--- config.mk ---
export PLATFORM = sky130hd
export DESIGN_NAME = snake_dir_ctrl
export DESIGN_NICKNAME = d
export VERILOG_FILES = /design/src/rtl/snake_dir_ctrl.sv
export SDC_FILE = /design/constraint.sdc
export NUM_CORES = 1
export LEC_CHECK = 0
export CAP_MARGIN = 25
export CORE_MARGIN = 2
export CORE_UTILIZATION = 35
export DETAILED_ROUTE_END_ITERATION = 6
export SLEW_MARGIN = 5
export SYNTH_ARGS = -nofsm -noshare
export SYNTH_HDL_FRONTEND = slang
export SYNTH_SLANG_ARGS = --single-unit
--- constraint.sdc ---
create_clock -name i_clk -period 3.4 [get_ports i_clk]
set_input_delay 0.68 -clock i_clk [delete_from_list [all_inputs] [get_ports i_clk]]
set_output_delay 0.68 -clock i_clk [all_outputs]
set_load 0.005 [all_outputs]
--- src/rtl/snake_dir_ctrl.sv ---
// -----------------------------------------------------------------------------
// snake_dir_ctrl
//   Direction controller for the snake game. It takes the single-cycle press
//   pulses from the four button debouncers and rejects 180-degree reversals
//   and repeated directions. Accepted turns wait in a small circular queue.
//   Each game tick commits at most one queued turn to o_dir.
//
// Parameters
//   QDEPTH    pending-turn queue depth (1..4)
//   INIT_DIR  direction loaded at reset and on restart
//
// Ports
//   i_clk, i_rst_n        clock, asynchronous active-low reset
//   i_press_up/right/
//   i_press_down/left     single-cycle press pulses (priority up > right > down > left)
//   i_tick                single-cycle game-step strobe
//   i_game_en             level, high while the game runs
//   i_restart             single-cycle pulse, reloads INIT_DIR and flushes the queue
//   o_dir                 committed direction (00 up, 01 right, 10 down, 11 left)
//   o_step                one-cycle pulse after a processed tick
//   o_turn                one-cycle pulse after a tick that changed o_dir
//   o_drop                one-cycle pulse after a legal press was lost to a full queue
//   o_pending             number of queued turns
// -----------------------------------------------------------------------------
module snake_dir_ctrl #(
  parameter int         QDEPTH   = 2,
  parameter logic [1:0] INIT_DIR = 2'b01
) (
  input  logic       i_clk,
  input  logic       i_rst_n,
  input  logic       i_press_up,
  input  logic       i_press_right,
  input  logic       i_press_down,
  input  logic       i_press_left,
  input  logic       i_tick,
  input  logic       i_game_en,
  input  logic       i_restart,
  output logic [1:0] o_dir,
  output logic       o_step,
  output logic       o_turn,
  output logic       o_drop,
  output logic [2:0] o_pending
);

  localparam logic [1:0] DIR_UP    = 2'b00;
  localparam logic [1:0] DIR_RIGHT = 2'b01;
  localparam logic [1:0] DIR_DOWN  = 2'b10;
  localparam logic [1:0] DIR_LEFT  = 2'b11;

  localparam int            PW       = (QDEPTH > 2) ? 2 : 1;
  localparam logic [PW-1:0] PTR_LAST = PW'(QDEPTH - 1);
  localparam logic [2:0]    CNT_FULL = 3'(QDEPTH);

  logic [1:0]    q_mem [QDEPTH];
  logic [PW-1:0] rd_ptr, wr_ptr, tail_idx;
  logic [PW-1:0] rd_ptr_nxt, wr_ptr_nxt;
  logic [2:0]    count;

  logic [1:0] cand, ref_dir;
  logic       cand_vld, legal, full, active, flush;
  logic       do_push, do_pop, do_drop, do_tick;

  // Press arbitration, legality and queue control
  // NOTE: every signal gets a default at the top of always_comb so no path
  // leaves it unassigned, which would otherwise infer a latch.
  always_comb begin
    cand_vld = i_press_up | i_press_right | i_press_down | i_press_left;
    cand     = DIR_LEFT;
    if      (i_press_up)    cand = DIR_UP;
    else if (i_press_right) cand = DIR_RIGHT;
    else if (i_press_down)  cand = DIR_DOWN;

    rd_ptr_nxt = (rd_ptr == PTR_LAST) ? '0 : rd_ptr + PW'(1);
    wr_ptr_nxt = (wr_ptr == PTR_LAST) ? '0 : wr_ptr + PW'(1);
    tail_idx   = (wr_ptr == '0) ? PTR_LAST : wr_ptr - PW'(1);

    // Legality is judged against the last direction the snake will take:
    // the newest queued turn, or the committed one if nothing is queued.
    ref_dir = (count != 3'd0) ? q_mem[tail_idx] : o_dir;
    legal   = cand_vld && (cand != ref_dir) && (cand != (ref_dir ^ 2'b10));
    full    = (count == CNT_FULL);

    active  = i_game_en && !i_restart;
    flush   = i_restart || !i_game_en;
    do_push = active && legal && !full;
    do_drop = active && legal && full;
    do_tick = active && i_tick;
    do_pop  = do_tick && (count != 3'd0);
  end

  // Control state and registered outputs
  // NOTE: sequential state uses non-blocking assignments so every register
  // samples pre-edge values regardless of statement order.
  always_ff @(posedge i_clk or negedge i_rst_n) begin
    if (!i_rst_n) begin
      o_dir  <= INIT_DIR;
      o_step <= 1'b0;
      o_turn <= 1'b0;
      o_drop <= 1'b0;
      rd_ptr <= '0;
      wr_ptr <= '0;
      count  <= 3'd0;
    end else begin
      o_step <= do_tick;
      o_turn <= do_pop;
      o_drop <= do_drop;
      if (flush) begin
        rd_ptr <= '0;
        wr_ptr <= '0;
        count  <= 3'd0;
        if (i_restart) o_dir <= INIT_DIR;
      end else begin
        if (do_push) wr_ptr <= wr_ptr_nxt;
        // The pop reads pre-push contents, so a press arriving into an
        // empty queue is committed no earlier than the next tick.
        if (do_pop) begin
          rd_ptr <= rd_ptr_nxt;
          o_dir  <= q_mem[rd_ptr];
        end
        case ({do_push, do_pop})
          2'b10:   count <= count + 3'd1;
          2'b01:   count <= count - 3'd1;
          default: count <= count;
        endcase
      end
    end
  end

  // NOTE: the queue storage has no reset; occupancy and pointers alone decide
  // which entries are meaningful, so stale contents are never observed.
  always_ff @(posedge i_clk) begin
    if (do_push) q_mem[wr_ptr] <= cand;
  end

  assign o_pending = count;

endmodule

======== Word-level counts from Yosys, hierarchy flattened ========
Memory sizes are Yosys's and may differ from the RTL's.
Index checks and enable logic that the tools add are counted.
word-level totals
  register bits ........................... 10
  memory bits (writable) .................. 4
  input bits .............................. 9
  output and inout bits ................... 8
  word-level logic and storage cells ...... 58
  memories ................................ 1
memories
  name   depth  bits a word  rd ports  clocked after memory_dff  write ports  RTL line  text
  q_mem  2      2            2         0                         1            54        logic [1:0] q_mem [QDEPTH];
cells by class
  add/sub/neg operators ................... 5
  equality and inequality tests ........... 6
  muxes and demuxes ....................... 18
  bitwise logic cells ..................... 4
  reduce and logical (&&, ||, !) cells .... 17
operators with widths
  kind                 number
  $mux 2               6
  $mux 1               10
  $logic_and 1x1->1    8
  $pmux 3 s2           1
  $reduce_bool 3->1    2
  $ne 2x2->1           2
  $reduce_bool 2->1    2
  $add 3x1->3 const B  1
  $eq 3x2->1 const B   1
  $logic_not 1->1      3
  $mux 3               1
  $or 1x1->1           3
  $sub 3x1->3 const B  1
  $add 1x1->1 const B  2
  $eq 2x1->1 const B   1
  $eq 2x2->1 const B   1
  $ne 2x2->1 const B   1
  $reduce_and 2->1     1
  $logic_or 1x1->1     1
  $not 1->1            1
  $sub 1x1->1 const B  1

======== Depth between registers and ports, before layout ========
An unclocked memory read counts as a cell.
  word-level depth ........................ 12
  mapped depth ............................ 9
  depth with buffers taken out ............ 8

======== Least setup slack after synthesis ========
OpenSTA, ideal clock, no wires.
  kind .................................... input to register
  from .................................... in i_press_up
  to ...................................... reg count[2], in the netlist o_pending[2]
  setup time .............................. 86 ps
  arrival ................................. 2388 ps
  data required time ...................... 3314 ps
  setup slack ............................. 926 ps
  stages .................................. 8
  buffers on the path ..................... 1
  cells stage by stage .................... or2_2 > o221ai_1 > o2111a_2 > buf_6 > nor2_1 > fa_1 > or3_1 > a32oi_1
between the ends
  word-level cells in the longest chain between the ends .. 10
  elaborated cells between the ends (all ways) .. 15
  those cells by class .................... eq/ne (4); mux (3); bitwise (3); reduce/logical (5)
ends and longest elaborated chain
  what                                      RTL line  text
  start, declared                           31        input logic i_press_up,
  $or 1x1->1 (3 in a row)                   67        cand_vld = i_press_up | i_press_right | i_press_down | i_press_left;
  $logic_and 1x1->1                         80        legal = cand_vld && (cand != ref_dir) && (cand != (ref_dir ^ 2'b10));
  $logic_and 1x1->1 *                       80
  $logic_and 1x1->1 * (2 in a row)          85        do_push = active && legal && !full;
  $eq 2x1->1 or $eq 2x2->1 (tied branches)  120       case ({do_push, do_pop})
  $pmux 3 s2                                120
  $mux 3                                    107       if (flush) begin
  end signal, assigned                      121       2'b10: count <= count + 3'd1;
  end signal, assigned                      122       2'b01: count <= count - 3'd1;
  end signal, assigned                      123       default: count <= count;
  end, declared                             57        logic [2:0] count;
Every way passes the cells marked *; elsewhere a longest branch is shown, timed or not.
A chain may end at the register's enable or synchronous reset.

======== Worst setup path after layout ========
Same ends and word-level chain as after synthesis.

==> summary.txt <==
====================================================================================
Number of synthesized register bits                                               14
Global route overflow                                                              0
Placed standard-cell area                                                937.1 sq um
Post-synth EDFFs                                                                   4
CTS clk-pin slew, worst paths                                                0.09 ns
Crit path max fanout                                                              12
Total number of nets in the final design                                          99
Maximum clock frequency                                                   0.3618 GHz
Max H-tree Level                                                                   1
Post-CTS sizing                                                                    0
RD Place Congestion                                                           0.8169
Fraction of the yosys area taken by sequential cells                          50.00%
Fraction of synthesis flops using an asynchronous set or reset pin            71.43%
Most common library cells after synthesis                               9 x sky130_fd_sc_hd__dfrtp_1, 8 x sky130_fd_sc_hd__nor2_1
Power dissipated by switching net loads                                  0.0001135 W
Fraction of final layout cells sized beyond drive strength 1                  10.23%
Post-DP HPWL                                                            1183 microns
Floorplan Core Area                                                       1982 sq um
Root Buffer Master                                                      sky130_fd_sc_hd__clkbuf_4
Worst setup timing slack at the placement stage                            0.3327 ns
End point of the most critical hold path                                o_dir[1]$_DFFE_PN0P_
Path type of the worst min-delay path                                     reg -> reg
Result of the run                                                          completed
Wire length of the first global-routing pass                            2656 microns
DR vias/cell                                                                   5.287
Row cnt                                                                           16
First-pass DRT Iterations                                                          4
IO Pins                                                                           17
Fin. Hold Viols                                                                    0
Die Outline Area                                                          2508 sq um
Ratio of total power to cell area                                       410.5 nW/um^2
Number of buffers inserted for hold repair after clock tree synthesis              0
WL/cell                                                                 13.83 microns
Remaining max-slew budget at the tightest pin                                 69.72%
Clock Power Share                                                              25.6%
P&R area growth vs syn                                                        29.63%
Switching part of the total                                                   28.69%
Worst Clk Skew                                                           0.001908 ns
Remaining design rule violation count                                              0
Via count                                                                        608
Worst R2R Start                                                         o_pending[0]$_DFFE_PN0P_
Antenna violations before repair                                                   0
Global-route usage over all layers                                            14.30%
Portion of total power attributed to sequential cells                          51.1%
DR iter-0 viols                                                                   20
Post-Syn Area                                                            743.2 sq um
Critical path launch point type                                           input port
Utilization after layout                                                      48.61%
Number of clock sinks seen by CTS                                                 14
Syn avg cell area                                                        10.93 sq um
Critical path capture point type                                                flop
Part of the cycle the worst path needs                                        81.29%
TritonCTS clock tree                                                             yes
Cell count of the worst reg-to-reg path                                            8
Final min period                                                            2.764 ns
Min-delay src                                                           o_dir[1]$_DFFE_PN0P_
Data required time of the worst path                                         3.61 ns
VDD IR max                                                                  202.9 uV
Slew at the pin with the worst max-slew slack                              0.4528 ns
Port buffer count                                                                 16
Number of cells produced by synthesis                                             68
Worst-skew pair later-pin latency                                            0.28 ns
Comb power frac                                                                23.3%
Wirelength, routed                                                      1590 microns
Maximum number of pins on one net before global-route repair                      13
Crit path DAT                                                                2.97 ns
Number of setup violations in the final report                                     0
Total setup buffers inserted after CTS                                             0
Worst hold stages                                                                  2
Worst R2R End                                                           o_pending[1]$_DFFE_PN0P_
Most frequently used cell type in the post-synthesis netlist            sky130_fd_sc_hd__dfrtp_1
Reg2reg setup slack                                                          0.93 ns
RSZ-0062 raised after global routing                                           false
Lkg Pwr                                                                    0.3930 nW
Max Cap Violations                                                                 0
Detail Route Antenna Nets                                                          0
Top_reg_cell synth                                                      sky130_fd_sc_hd__dfrtp_1
Kind of critical path                                                      in -> reg
Number of pins exceeding their max-slew limit in the final report                  0
Height of the die                                                       50.08 microns
Total negative slack for setup checks                                           0 ns
Vias in the first global route                                                   595
Cell taking the most area after synthesis                               sky130_fd_sc_hd__dfrtp_1
Synthesized netlist net count                                                     78
Crit path setup slack, layout                                              0.6361 ns
Area share of the largest cell type after synthesis                           30.30%
Internal cell power                                                      0.0002820 W
Fin area                                                                 963.4 sq um
Synth warn                                                                         0
Min Hold Slack                                                             0.4853 ns
Number of diodes                                                                   0
First element of the critical path                                        i_press_up
Max Buffers Root-to-Sink                                                           2
Starting density of the core                                                  37.50%
Leading post-synthesis cells by cell area                               sky130_fd_sc_hd__dfrtp_1 30%, sky130_fd_sc_hd__edfxtp_1 16%, sky130_fd_sc_hd__nor2_1 4.0%, sky130_fd_sc_hd__dfstp_2 3.5%, sky130_fd_sc_hd__nor2b_1 3.4%
Number of clock buffers inserted by TritonCTS                                      3
X dimension of the die                                                  50.08 microns
Count of different cell masters after synthesis                                   35
====================================================================================
## per-stage QoR
| step | instances | total power (W) |
|---|---|---|
| floorplan | 68 | 0.0002577 |
| global placement | 111 | 0.0002966 |
| detailed placement | 111 | 0.0002976 |
| CTS | 115 | 0.0003977 |
| global route | 115 | 0.0004212 |
| finish | 115 | 0.0003955 |
## cell families after synthesis
family          Yosys count  share of synthesized area, %
simple gates             31                         22.39
flops                    14                         50.00
compound gates           13                         13.81
buf+inv                   4                         3.030
xor+xnor                  3                         5.387
mux                       2                         2.694
fa+ha+maj                 1                         2.694
## worst max-delay path by stage
stage / endpoint / slack (ns) / cells past startpoint
2_1_floorplan: o_pending[2]$_DFFE_PN0P_ / 0.93 / 8
3_3_place_gp: o_pending[2]$_DFFE_PN0P_ / 0.41 / 8
3_5_place_dp: o_pending[2]$_DFFE_PN0P_ / 0.33 / 8
4_1_cts: o_pending[2]$_DFFE_PN0P_ / 0.63 / 8
5_1_grt: o_pending[2]$_DFFE_PN0P_ / 0.44 / 8
6_report: o_pending[2]$_DFFE_PN0P_ / 0.64 / 8
## cell usage in the layout, fill, tap and decap left out, drive strengths merged, types with 3 or more instances in the layout
cell type | Yosys | layout
edfxtp | 4 | 4
clkdlybuf4s50 | 0 | 16
nor2 | 8 | 8
nor2b | 4 | 4
dfrtp | 9 | 9
nand3 | 4 | 4
nand2 | 4 | 4
clkbuf | 1 | 3
## critical path: stages
cell and delay (ns):
sky130_fd_sc_hd__clkdlybuf4s50_1 0.46, sky130_fd_sc_hd__or2_2 0.29, sky130_fd_sc_hd__o221ai_1 0.15, sky130_fd_sc_hd__o2111a_2 0.36, sky130_fd_sc_hd__nor2_1 0.08, sky130_fd_sc_hd__fa_1 0.43
sky130_fd_sc_hd__or3_1 0.39, sky130_fd_sc_hd__a32oi_1 0.14
## cell type report
cell class	instances	area, sq um
Clock buffer	3	22.52
Clock inverter	1	3.754
Fill cell	182	1018
Inverter	2	7.507
Multi-Input combinational cell	50	349.1
Sequential cell	14	371.6
Tap cell	27	33.78
Timing Repair Buffer	18	175.2
## power by group through the flow
stage	registers (W)	clock network (W)	logic (W)
after global placement	0.000205	0	0.0000915
after global routing	0.000205	0.000114	0.000102
after detailed placement	0.000205	0	0.0000924
final	0.000202	0.000101	0.0000920
after floorplan	0.000202	0	0.0000553
after CTS	0.000202	0.000103	0.0000928
## flip-flops by register name (all words and copies together), names as in the netlist
register and cells:
q_mem 4, o_pending 3, o_dir 2, o_drop 1, o_step 1, o_turn 1, rd_ptr 1, wr_ptr 1
## metal layers
metal	vias up	wire length [microns]	share of wire (%)	GRT usage, %
met5	-	0	0	0
met4	0	12	0.75	5.556
met3	2	79	5.0	2.727
met2	25	761	48	22.15
met1	291	736	46	19.54
li1	290	-	-	-
No activity file was read; power rests on OpenSTA's default activity.
